==> src/rtl/fetch_stage.sv <==
// Instruction fetch stage.
// Holds the fetch PC and issues one instruction-memory read per cycle while
// queue credit remains. The single read in flight is tracked until its data
// returns, and that data is then written into a small circular fetch queue
// that feeds decode. A redirect or a reset flushes the queue and discards any
// response still outstanding.
module fetch_stage #(
  parameter logic [31:0] RESET_PC = 32'h0000_0000,
  parameter int unsigned FQ_DEPTH = 4
) (
  input  logic        clk,
  input  logic        rst,
  output logic [31:0] fetchPc,
  input  logic        fetchHit,
  input  logic [31:0] fetchTarget,
  output logic        imemReq,
  input  logic [31:0] imemRdata,
  input  logic        redirect,
  input  logic [31:0] redirectPc,
  output logic        decValid,
  input  logic        decReady,
  output logic [31:0] decInstr,
  output logic [31:0] decPc,
  output logic [31:0] decPredTarget,
  output logic        decPredTaken
);

  localparam int unsigned PTR_W = $clog2(FQ_DEPTH);
  localparam int unsigned CNT_W = PTR_W + 1;
  localparam logic [CNT_W-1:0] DEPTH_CNT = CNT_W'(FQ_DEPTH);

  typedef struct packed {
    logic [31:0] instr;
    logic [31:0] pc;
    logic        predTaken;
    logic [31:0] predNextPc;
  } fqEntry_t;

  // Architectural fetch state.
  logic [31:0] pcReg;

  // The one outstanding imem read; its data arrives the following cycle.
  logic        ifValid;
  logic [31:0] ifPc;
  logic        ifPredTaken;
  logic [31:0] ifPredNextPc;

  // Fetch queue.
  fqEntry_t             fq [FQ_DEPTH];
  logic [PTR_W-1:0]     head;
  logic [PTR_W-1:0]     tail;
  logic [CNT_W-1:0]     count;

  // Per-cycle decisions.
  logic             issue;
  logic             push;
  logic             pop;
  logic [31:0]      nextPc;
  logic [CNT_W-1:0] credits;

  // Decide issue/push/pop and pick the next sequential or predicted PC.
  // NOTE: every output of this block gets a default first so no path leaves
  // a value unassigned, which would otherwise infer a latch.
  always_comb begin
    issue   = 1'b0;
    push    = 1'b0;
    pop     = 1'b0;
    nextPc  = pcReg + 32'd4;
    credits = count + CNT_W'(ifValid);
    // Credit uses the occupancy before any pop in this cycle, so the queue
    // plus the in-flight read can never exceed its depth.
    if (!rst && !redirect) begin
      issue = credits < DEPTH_CNT;
      push  = ifValid;
      pop   = (count != '0) && decReady;
    end
    if (fetchHit) nextPc = fetchTarget;
  end

  // PC, in-flight slot, and queue pointers; reset beats redirect beats the rest.
  // NOTE: sequential state is written with non-blocking assignments so every
  // register samples the pre-edge values of its neighbours.
  always_ff @(posedge clk) begin
    if (rst) begin
      pcReg   <= RESET_PC;
      ifValid <= 1'b0;
      head    <= '0;
      tail    <= '0;
      count   <= '0;
    end else if (redirect) begin
      // Flushing clears the in-flight slot, so the response arriving next
      // cycle is never written.
      pcReg   <= redirectPc & 32'hFFFF_FFFC;
      ifValid <= 1'b0;
      head    <= '0;
      tail    <= '0;
      count   <= '0;
    end else begin
      if (issue) begin
        pcReg        <= nextPc;
        ifValid      <= 1'b1;
        ifPc         <= pcReg;
        ifPredTaken  <= fetchHit;
        ifPredNextPc <= nextPc;
      end else begin
        ifValid <= 1'b0;
      end
      if (push) tail <= tail + PTR_W'(1);
      if (pop)  head <= head + PTR_W'(1);
      unique case ({push, pop})
        2'b10:   count <= count + CNT_W'(1);
        2'b01:   count <= count - CNT_W'(1);
        default: count <= count;
      endcase
    end
  end

  // Queue payload write at the tail when the in-flight response lands.
  // NOTE: the storage array has no reset; occupancy is tracked by count, and
  // the data outputs are don't-care whenever decValid is low.
  always_ff @(posedge clk) begin
    if (push) begin
      fq[tail] <= '{instr:      imemRdata,
                    pc:         ifPc,
                    predTaken:  ifPredTaken,
                    predNextPc: ifPredNextPc};
    end
  end

  assign fetchPc       = pcReg;
  assign imemReq       = issue;
  assign decValid      = !rst && (count != '0);
  assign decInstr      = fq[head].instr;
  assign decPc         = fq[head].pc;
  assign decPredTaken  = fq[head].predTaken;
  assign decPredTarget = fq[head].predNextPc;

endmodule
==> config.mk <==
export PLATFORM = sky130hd
export DESIGN_NAME = fetch_stage
export DESIGN_NICKNAME = d
export VERILOG_FILES = /design/src/rtl/fetch_stage.sv
export SDC_FILE = /design/constraint.sdc
export NUM_CORES = 1
export LEC_CHECK = 0
export CORE_MARGIN = 5
export CORE_UTILIZATION = 50
export CTS_BUF_LIST = sky130_fd_sc_hd__clkbuf_16
export DETAILED_ROUTE_END_ITERATION = 8
export HOLD_SLACK_MARGIN = 0.15
export PLACE_DENSITY = 0.73
export SLEW_MARGIN = 5
export SYNTH_ARGS = -nofsm -noshare
export SYNTH_HDL_FRONTEND = slang
export SYNTH_SLANG_ARGS = --single-unit
==> constraint.sdc <==
create_clock -name clk -period 3.6 [get_ports clk]
set_input_delay 0.36 -clock clk [delete_from_list [all_inputs] [get_ports clk]]
set_output_delay 0.36 -clock clk [all_outputs]
set_load 0.03 [all_outputs]
==> qor.txt, run 1 <==
status: complete, no violations
unrepaired setup endpoints after global routing: no
mux contribution to synthesized area: 12.07%
top-area cell type share of the netlist area: 72.94%
CTS clk-pin slew, worst paths: 60 ps
routed length per instance: 24.54 um
worst-path maximum fanout: 28
CP startpoint kind: flip-flop
clock sinks: 495
Synth Area in Compound Gates: 4.119%
total core area: 0.03670 mm2
leakage power: 0.007370 uW
die width: 203.1 um
Avg Cell Area, Syn: 20.05 um2
Worst Tran Pin Value: 933.5 ps
Critical Path RT: 3240 ps
number of global-route vias before repair: 10310
setup violators final: 0
Initial DRC Count: 694
mapped cell area: 0.01865 mm2
Layout Nets: 1301
min-delay worst type: input pin to flip-flop
top cells by area, synth: edfxtp_1 (73%), mux4_2 (12%), dfxtp_1 (4.5%)
CTS Hold Bufs: 0
GRT Total Usage: 20.40%
via count: 9922
row count: 70
sequential element share of the synthesized area: 77.45%
setup TNS: 0 ps
CTS Root Cell: clkbuf_16
Synth Area in XOR/XNOR: 0.7984%
adder-cell area share of the yosys netlist: 0.5099%
PwrDens: 514.4 mW/mm2
most common cell in the netlist: edfxtp_1
clock period minus worst slack: 3150 ps
post-CTS setup buffers: 0
routability-driven placement congestion ratio: 0.7933
die area: 0.04126 mm2
I/O pin count: 232
Yosys top cell by area: edfxtp_1
Simple-Gate Fraction of Synth Area: 3.791%
fillcell total: 2521
final hold vios: 0
port bufs: 229
Overflow after GRT: 0
FF+latch count, synth: 495
critical path endpoint category: primary output
Max Slew Vio Count: 0
final clock skew: 19.12 ps
Post-synth top cells: edfxtp_1 (453), mux4_2 (97), dfxtp_1 (42)
final worst-path cycle share: 87.51%
pin count of the biggest net entering global routing: 53
share of layout cells above drive strength 1: 17.91%
total power: 11990 uW
H-tree depth: 2
CP Class: flip-flop to primary output
VDD IR-drop max: 0.3386 mV
Relative slew margins: 37.70%
Synth Warn #: 0
initial antenna violation count: 6
CP arrival: 2790 ps
fmax: 317.4 MHz
CTS tree: done
post-synthesis cell type count: 50
EDFF count, synth: 453
total CTS buffers: 49
final WL: 41820 um
largest family of logic cells by synthesized area: multiplexers
DRT Pass-1 Iters: 5
synthesis-to-layout area growth: 25.00%
post-route ant nets: 0
HPWL Detailed: 26550 um
first-pass GRT wire length: 63690 um
DRC Markers: 0
# resized after CTS: 0
Die Ht: 203.1 um
Initial Utilization: 50.82%
worst-case clock buffer depth: 3
Gate Count Post-Synth: 930
worst skew pair latency: 580 ps
Post-synth ARST share: 0%
Top FF cell, synth: edfxtp_1
max-cap viol count: 0
Via density: 5.823
Synth Net Count: 1038
==> routing by layer <==
metal / track usage [%] / up-vias / wire [um]
li1: - / 4383 / -
met1: 29.58 / 5013 / 17750
met2: 31.15 / 443 / 19530
met3: 4.808 / 75 / 3399
met4: 6.673 / 8 / 1077
met5: 0 / - / 61
==> flip-flops by register name (all words and copies together), names as in the netlist, named ones only <==
register / count
head: 2
count: 3
ifPredTaken: 1
fq: 388
ifPredNextPc: 32
ifValid: 1
tail: 2
fetchPc: 32
ifPc: 32
==> stage by stage <==
step	util [%]	worst slack [ps]	std cells	hold WS [ps]	cell area, um2
global placement	59.23	661.3	1610	468.2	21740
global route	63.52	279.2	1704	396.0	23310
detailed placement	59.23	632.1	1610	480.8	21740
floorplan	-	53.91	930	458.7	18650
CTS	63.51	365.2	1702	367.1	23310
finish	63.52	449.6	1704	398.9	23310
==> power by group <==
group | switching, uW | internal (uW) | total [uW]
Sequential | 114 | 6380 | 6490
Clock | 2040 | 2850 | 4890
Combinational | 330 | 277 | 607
==> critical path: stages, from the launching register on <==
cell and delay (ps):
dfxtp_4 660, buf_12 310, mux4_2 590, clkdlybuf4s50_1 630
==> cell type report <==
cell class                      instances  area [um2]  share of cell area [%]
Clock inverter                         41       294.0                   1.261
Timing Repair Buffer                  263        2665                   11.43
Antenna cell                            2       5.005                 0.02147
Inverter                               11       41.29                  0.1771
Sequential cell                       495       14450                   61.99
Multi-Input combinational cell        373        3993                   17.13
Clock buffer                           51        1276                   5.475
Tap cell                              468       585.6                   2.512
==> final timing paths <==
check	startpoint	to	slack, ps	cells after the start
hold reg to reg	ifPc[8]	fq[1][41]	490	0
hold / removal	fetchHit	ifPredTaken	400	2
setup / recovery	flip-flop	decPredTarget[7]	450	3
setup reg to reg	fetchPc[15]	ifPredNextPc[31]	770	4
==> kinds of logic after synthesis <==
logic type	after synthesis
muxes	103
adders and majority gates	7
xor gates and xnor gates	17
DFF	495
AOI/OAI and AO/OA	105
and+or+nand+nor	141
buffers and inverters	62
==> placed cells by master (no fill, tap or decap), types with 9 or more instances in the layout <==
cell type        instances
inv_1                   20
clkbuf_16               51
clkinv_1                13
buf_12                  10
xnor2_1                 11
edfxtp_1               453
mux4_2                  97
a21oi_1                 14
nand3_1                 11
nand4_1                 10
nand2_1                 32
nor3_1                   9
buf_4                   25
a22oi_1                 30
nor4_1                   9
clkdlybuf4s50_1        227
nor2_1                  37
o2bb2ai_1               15
o21ai_0                 11
dfxtp_1                 40
(Power assumes the default switching activity.)
==> run 2, diff against run 1 <==
- CORE_MARGIN: 5 -> 3
==> qor.txt, run 2 (synthesis results as in run 1) <==
Die Ht: 199.1 um (-2.0%)
CP startpoint kind: flip-flop
GRT Max-Usage Layer: met2
Biggest register: fq
fmax: 316.3 MHz (-0.35%)
pin count of the biggest net entering global routing: 47 (-11%)
hold_sp: imemRdata[28]
CTS Hold Bufs: 0 (unchanged)
via count: 9992 (+0.71%)
number of global-route vias before repair: 10100 (-2.1%)
total CTS buffers: 49 (unchanged)
CTS clk-pin slew, worst paths: 60 ps (about the same)
CP arrival: 2800 ps (about the same)
Largest register FFs: 388 (unchanged)
reg-to-reg setup timing slack: 890 ps (+120 ps)
I/O pin count: 232 (unchanged)
post-route ant nets: 0 (unchanged)
DRT Pass-1 Iters: 5 (unchanged)
critical path endpoint category: primary output
Initial DRC Count: 772 (+11%)
Hold Path Stages: 1 (-1)
hold_ws: 428.9 ps (+30.00 ps)
Via density: 5.881 (+1.0%)
RR Startpoint: fetchPc[7]
min-delay worst type: input pin to flip-flop
routability-driven placement congestion ratio: 0.8175 (+3.1%)
unrepaired setup endpoints after global routing: no
share of layout cells above drive strength 1: 17.64% (-0.27 points)
multi-input logic area: 0.003993 mm2 (unchanged)
grt met2 use: 32.48% (+1.3 points)
Initial Utilization: 50.82% (unchanged)
VDD IR-drop max: 0.4006 mV (+18%)
synthesis-to-layout area growth: 25.17%
Placed Area: 0.02176 mm2 (+0.11%)
worst-case clock buffer depth: 3 (unchanged)
Layout Nets: 1299 (-0.15%)
port bufs: 229 (unchanged)
grt met3 use: 4.468% (-0.34 points)
PwrDens: 516.5 mW/mm2 (+0.42%)
reg2reg end: ifPredNextPc[31]
Final WS setup: 438.6 ps (-10.94 ps)
CP Class: flip-flop to primary output
clock period minus worst slack: 3161 ps (+10.94 ps)
most common cell after layout, fill and taps aside: edfxtp_1
pre-CTS WS: 635.6 ps (+3.503 ps)
Max Slew Vio Count: 0 (unchanged)
status: complete, no violations
final clock skew: 8.273 ps (-10.84 ps)
row count: 70 (unchanged)
leakage power: 0.007392 uW (+0.29%)
first-pass GRT wire length: 61180 um (-4.0%)
Sequential cell area: 0.01445 mm2 (unchanged)
routed length per instance: 24.25 um (-1.2%)
die width: 199.1 um (-2.0%)
Relative slew margins: 26.39% (-11 points)
CTS Root Cell: clkbuf_16
H-tree depth: 2 (unchanged)
worst skew pair latency: 550 ps (-30 ps)
post-CTS setup buffers: 0 (unchanged)
hold endpoint: fq[1][93]
final instance area: 0.02334 mm2 (+0.13%)
max-cap viol count: 0 (unchanged)
Reg2Reg Depth: 4 (unchanged)
die area: 0.03965 mm2 (-3.9%)
Critical Path RT: 3240 ps (about the same)
initial antenna violation count: 2 (-4)
# resized after CTS: 0 (unchanged)
GRT met1 Usage: 29.51% (-0.064 points)
Overflow after GRT: 0 (unchanged)
final hold vios: 0 (unchanged)
fillcell total: 2516 (-0.20%)
final WL: 41210 um (-1.5%)
Worst Tran Pin Value: 1103 ps (+169.4 ps)
total core area: 0.03670 mm2 (unchanged)
commonest non-fill, non-tap cells in the layout: edfxtp_1 (453), clkdlybuf4s50_1 (227), mux4_2 (97)
setup TNS: 0 ps (unchanged)
setup violators final: 0 (unchanged)
DRC Markers: 0 (unchanged)
worst-path maximum fanout: 46 (+64%)
HPWL Detailed: 25930 um (-2.3%)
GRT Total Usage: 20.70% (+0.30 points)
final worst-path cycle share: 87.82% (+0.30 points)
clock sinks: 495 (unchanged)
CTS tree: done
run 2: per-stage QoR:
stage | power [uW] | utilization (%) | cells
after global placement | 7204 | 59.29 | 1608
final | 12060 | 63.61 | 1699
after floorplan | 6857 | - | 930
after detailed placement | 7218 | 59.29 | 1608
after CTS | 12150 | 63.60 | 1698
after global routing | 12430 | 63.61 | 1699
run 2: routing by layer:
metal	vias to the layer above	routed length [um]
met3	72	3300
li1	4374	-
met1	5112	16980
met5	-	13
met4	2	1185
met2	432	19730
run 2: worst max path at each step:
stage / from / end / slack [ps] / cells past startpoint
CTS: flip-flop / decPc[13] / 360 / 3
detailed placement: redirect / count[2] / 640 / 9
finish: flip-flop / decPredTarget[23] / 440 / 3
global route: flip-flop / decPredTarget[25] / 260 / 3
global placement: redirect / count[2] / 680 / 9
floorplan: rst / fq[0][0] / 50 / 3
run 2: layout make-up:
type / count / area share [%]
Multi-Input combinational cell: 373 / 17.10
Timing Repair Buffer: 261 / 11.51
Sequential cell: 495 / 61.91
Antenna cell: 1 / 0.01072
Clock buffer: 51 / 5.467
Inverter: 11 / 0.1822
Tap cell: 468 / 2.509
Clock inverter: 39 / 1.303
run 2: power by group:
part           switching, uW  leakage (uW)  total [uW]  internal (uW)
Clock                   2040      0.000830        4950           2910
Sequential               108       0.00447        6490           6380
Combinational            337       0.00209         616            279
Total                   2490       0.00739       12100           9570
run 2: worst max-delay path, cell delays in order, from the launching register on:
cell and delay (ps):
dfxtp_4 590, buf_12 390, mux4_2 560, clkdlybuf4s50_1 670
==> run 3, diff against run 2 <==
- ABC_AREA: not set -> 0
==> results of run 3 <==
Same layout as run 2: the final DEF is identical, and so are final timing and power.
==> RTL change: new RTL, settings of run 3 <==
Register the input `fetchTarget` before use, with the module's reset. The logic sees it one clock later. The other inputs are not delayed to match.
--- a/src/rtl/fetch_stage.sv
+++ b/src/rtl/fetch_stage.sv
@@ -36,4 +36,14 @@
     logic [31:0] predNextPc;
   } fqEntry_t;
+
+  logic [31:0] fetchTarget_q;
+
+  always_ff @(posedge clk) begin
+    if (rst) begin
+      fetchTarget_q <= '0;
+    end else begin
+      fetchTarget_q <= fetchTarget;
+    end
+  end
 
   // Architectural fetch state.
@@ -75,5 +85,5 @@
       pop   = (count != '0) && decReady;
     end
-    if (fetchHit) nextPc = fetchTarget;
+    if (fetchHit) nextPc = fetchTarget_q;
   end
 
Function: changed (Yosys sat finds a counterexample within 4 cycles, from zero or initial values and one cycle with rst high).
==> RTL change against run 3 <==
  * Sequential cell count grew 32
  * Design area grew 4.4%
  * Synthesized cell count grew 7.1%
  * Power grew 5.5%
  * Area after synthesis grew 4.9%
  * Final cell count grew 6.6%
  * Worst hold slack lost 220 ps
  * Wire length grew 3.1%
  * Setup slack lost 55 ps
  * Critical path type unchanged
  * Largest cell class unchanged
==> RTL change: results (changes against run 3) <==
FF_LATCH_AREA_UM2=15100  # was 14500 um^2
CRIT_PATH_END='decPredTarget[16]'  # was decPredTarget[23]
GROUTE.USAGE.OVERALL=0.206  # was 0.207
GROUTE.LAYER.MET3.USAGE=0.0490  # was 0.0447
HOLD_SLACK_PS=208  # was 429 ps
OUTCOME='finished, final reports clean'  # unchanged
CLKLATENCYLATEPIN_PS=580  # was 550 ps
ROUTED-WL-MET2_UM=20300  # was 19700 um
CRITICAL_PATH_PEAK_FANOUT=24  # was 46
NETS=1365  # was 1299
POSTPLACECELLAREA_UM2=22700  # was 21800 um^2
POST_ROUTE_CELLS_DRIVE_ABOVE_1_SHARE=0.175  # was 0.176
HIGHEST_LAYER='met4'  # was met5
LEAKAGE_nW=7.77  # was 7.39 nW
DP_HPWL_UM=27300  # was 25900 um
TIMING.MAX_SLEW.REL_SLACK=0.420  # was 0.264
REGTOREGSTARTPOINT='fetchPc[2]$_SDFFE_PP0P_'  # was fetchPc[7]$_SDFFE_PP0P_
DPL.CELL_COUNT=1715  # was 1608
SYNTH_NETS=1104  # was 1038
VIA_COUNT=10400  # was 9992
WORST-R2R-SETUP-SLACK_PS=1020  # was 890 ps
HOLD-PATH-ENDPOINT='count[2]$_SDFFE_PP0P_'  # was fq[1][93]$_DFFE_PP_
PLACE.GP.CONGESTION=0.817  # was 0.818
VIA_PER_INST=5.72  # was 5.88
WORSTPATHARRIVAL_PS=2860  # was 2800 ps
DRT_ITER0_DRC=880  # was 772
SYNTH.DISTINCT_CELLS=55  # was 50
ROUTE.DETAILED.WL_PER_INST_UM=23.5  # was 24.3 um
MET1_USAGE=0.289  # was 0.295
[RTL change: changes by cell type after synthesis, moves of 7 or more]
| cell | run 3 | this run |
|---|---|---|
| sky130_fd_sc_hd__buf_2 | 1 | 11 |
| sky130_fd_sc_hd__o21a_1 | 2 | 9 |
| sky130_fd_sc_hd__or4_1 | 8 | 1 |
| sky130_fd_sc_hd__dfxtp_1 | 42 | 74 |
| sky130_fd_sc_hd__nor2b_1 | 3 | 36 |
| sky130_fd_sc_hd__buf_1 | 12 | 4 |
[RTL change: power by group]
group | switching [mW] | leakage (nW) | internal (mW)
clock | 2.15 | 0.846 | 3.08
sequential | 0.125 | 4.74 | 6.75
combinational | 0.332 | 2.18 | 0.279
total | 2.61 | 7.77 | 10.1
[RTL change: critical path, stage by stage, from the launching register on]
cell and delay, ps:
sky130_fd_sc_hd__dfxtp_4 710, sky130_fd_sc_hd__buf_12 300, sky130_fd_sc_hd__mux4_2 530, sky130_fd_sc_hd__clkdlybuf4s50_1 670
[RTL change: logic make-up (layout without fill, tap and decap cells)]
group | after synthesis | after routing | share of synthesized area
xor gates and xnor gates | 14 | 14 | 0.00627
DFF | 527 | 527 | 0.771
and+or+nand+nor | 175 | 175 | 0.0496
muxes | 102 | 102 | 0.114
buffers and inverters | 61 | 364 | 0.0128
AOI/OAI and AO/OA | 110 | 110 | 0.0409
other | 0 | 1 | 0
adders and majority gates | 7 | 7 | 0.00486
[RTL change: area by class of cell]
class | instances | share of cell area
antenna | 1 | 0.000103
clock buffer | 53 | 0.0544
clock inverter | 42 | 0.0139
inverter | 11 | 0.00169
multi-input combinational | 408 | 0.174
sequential | 527 | 0.619
tap | 511 | 0.0262
timing repair buffer | 258 | 0.110
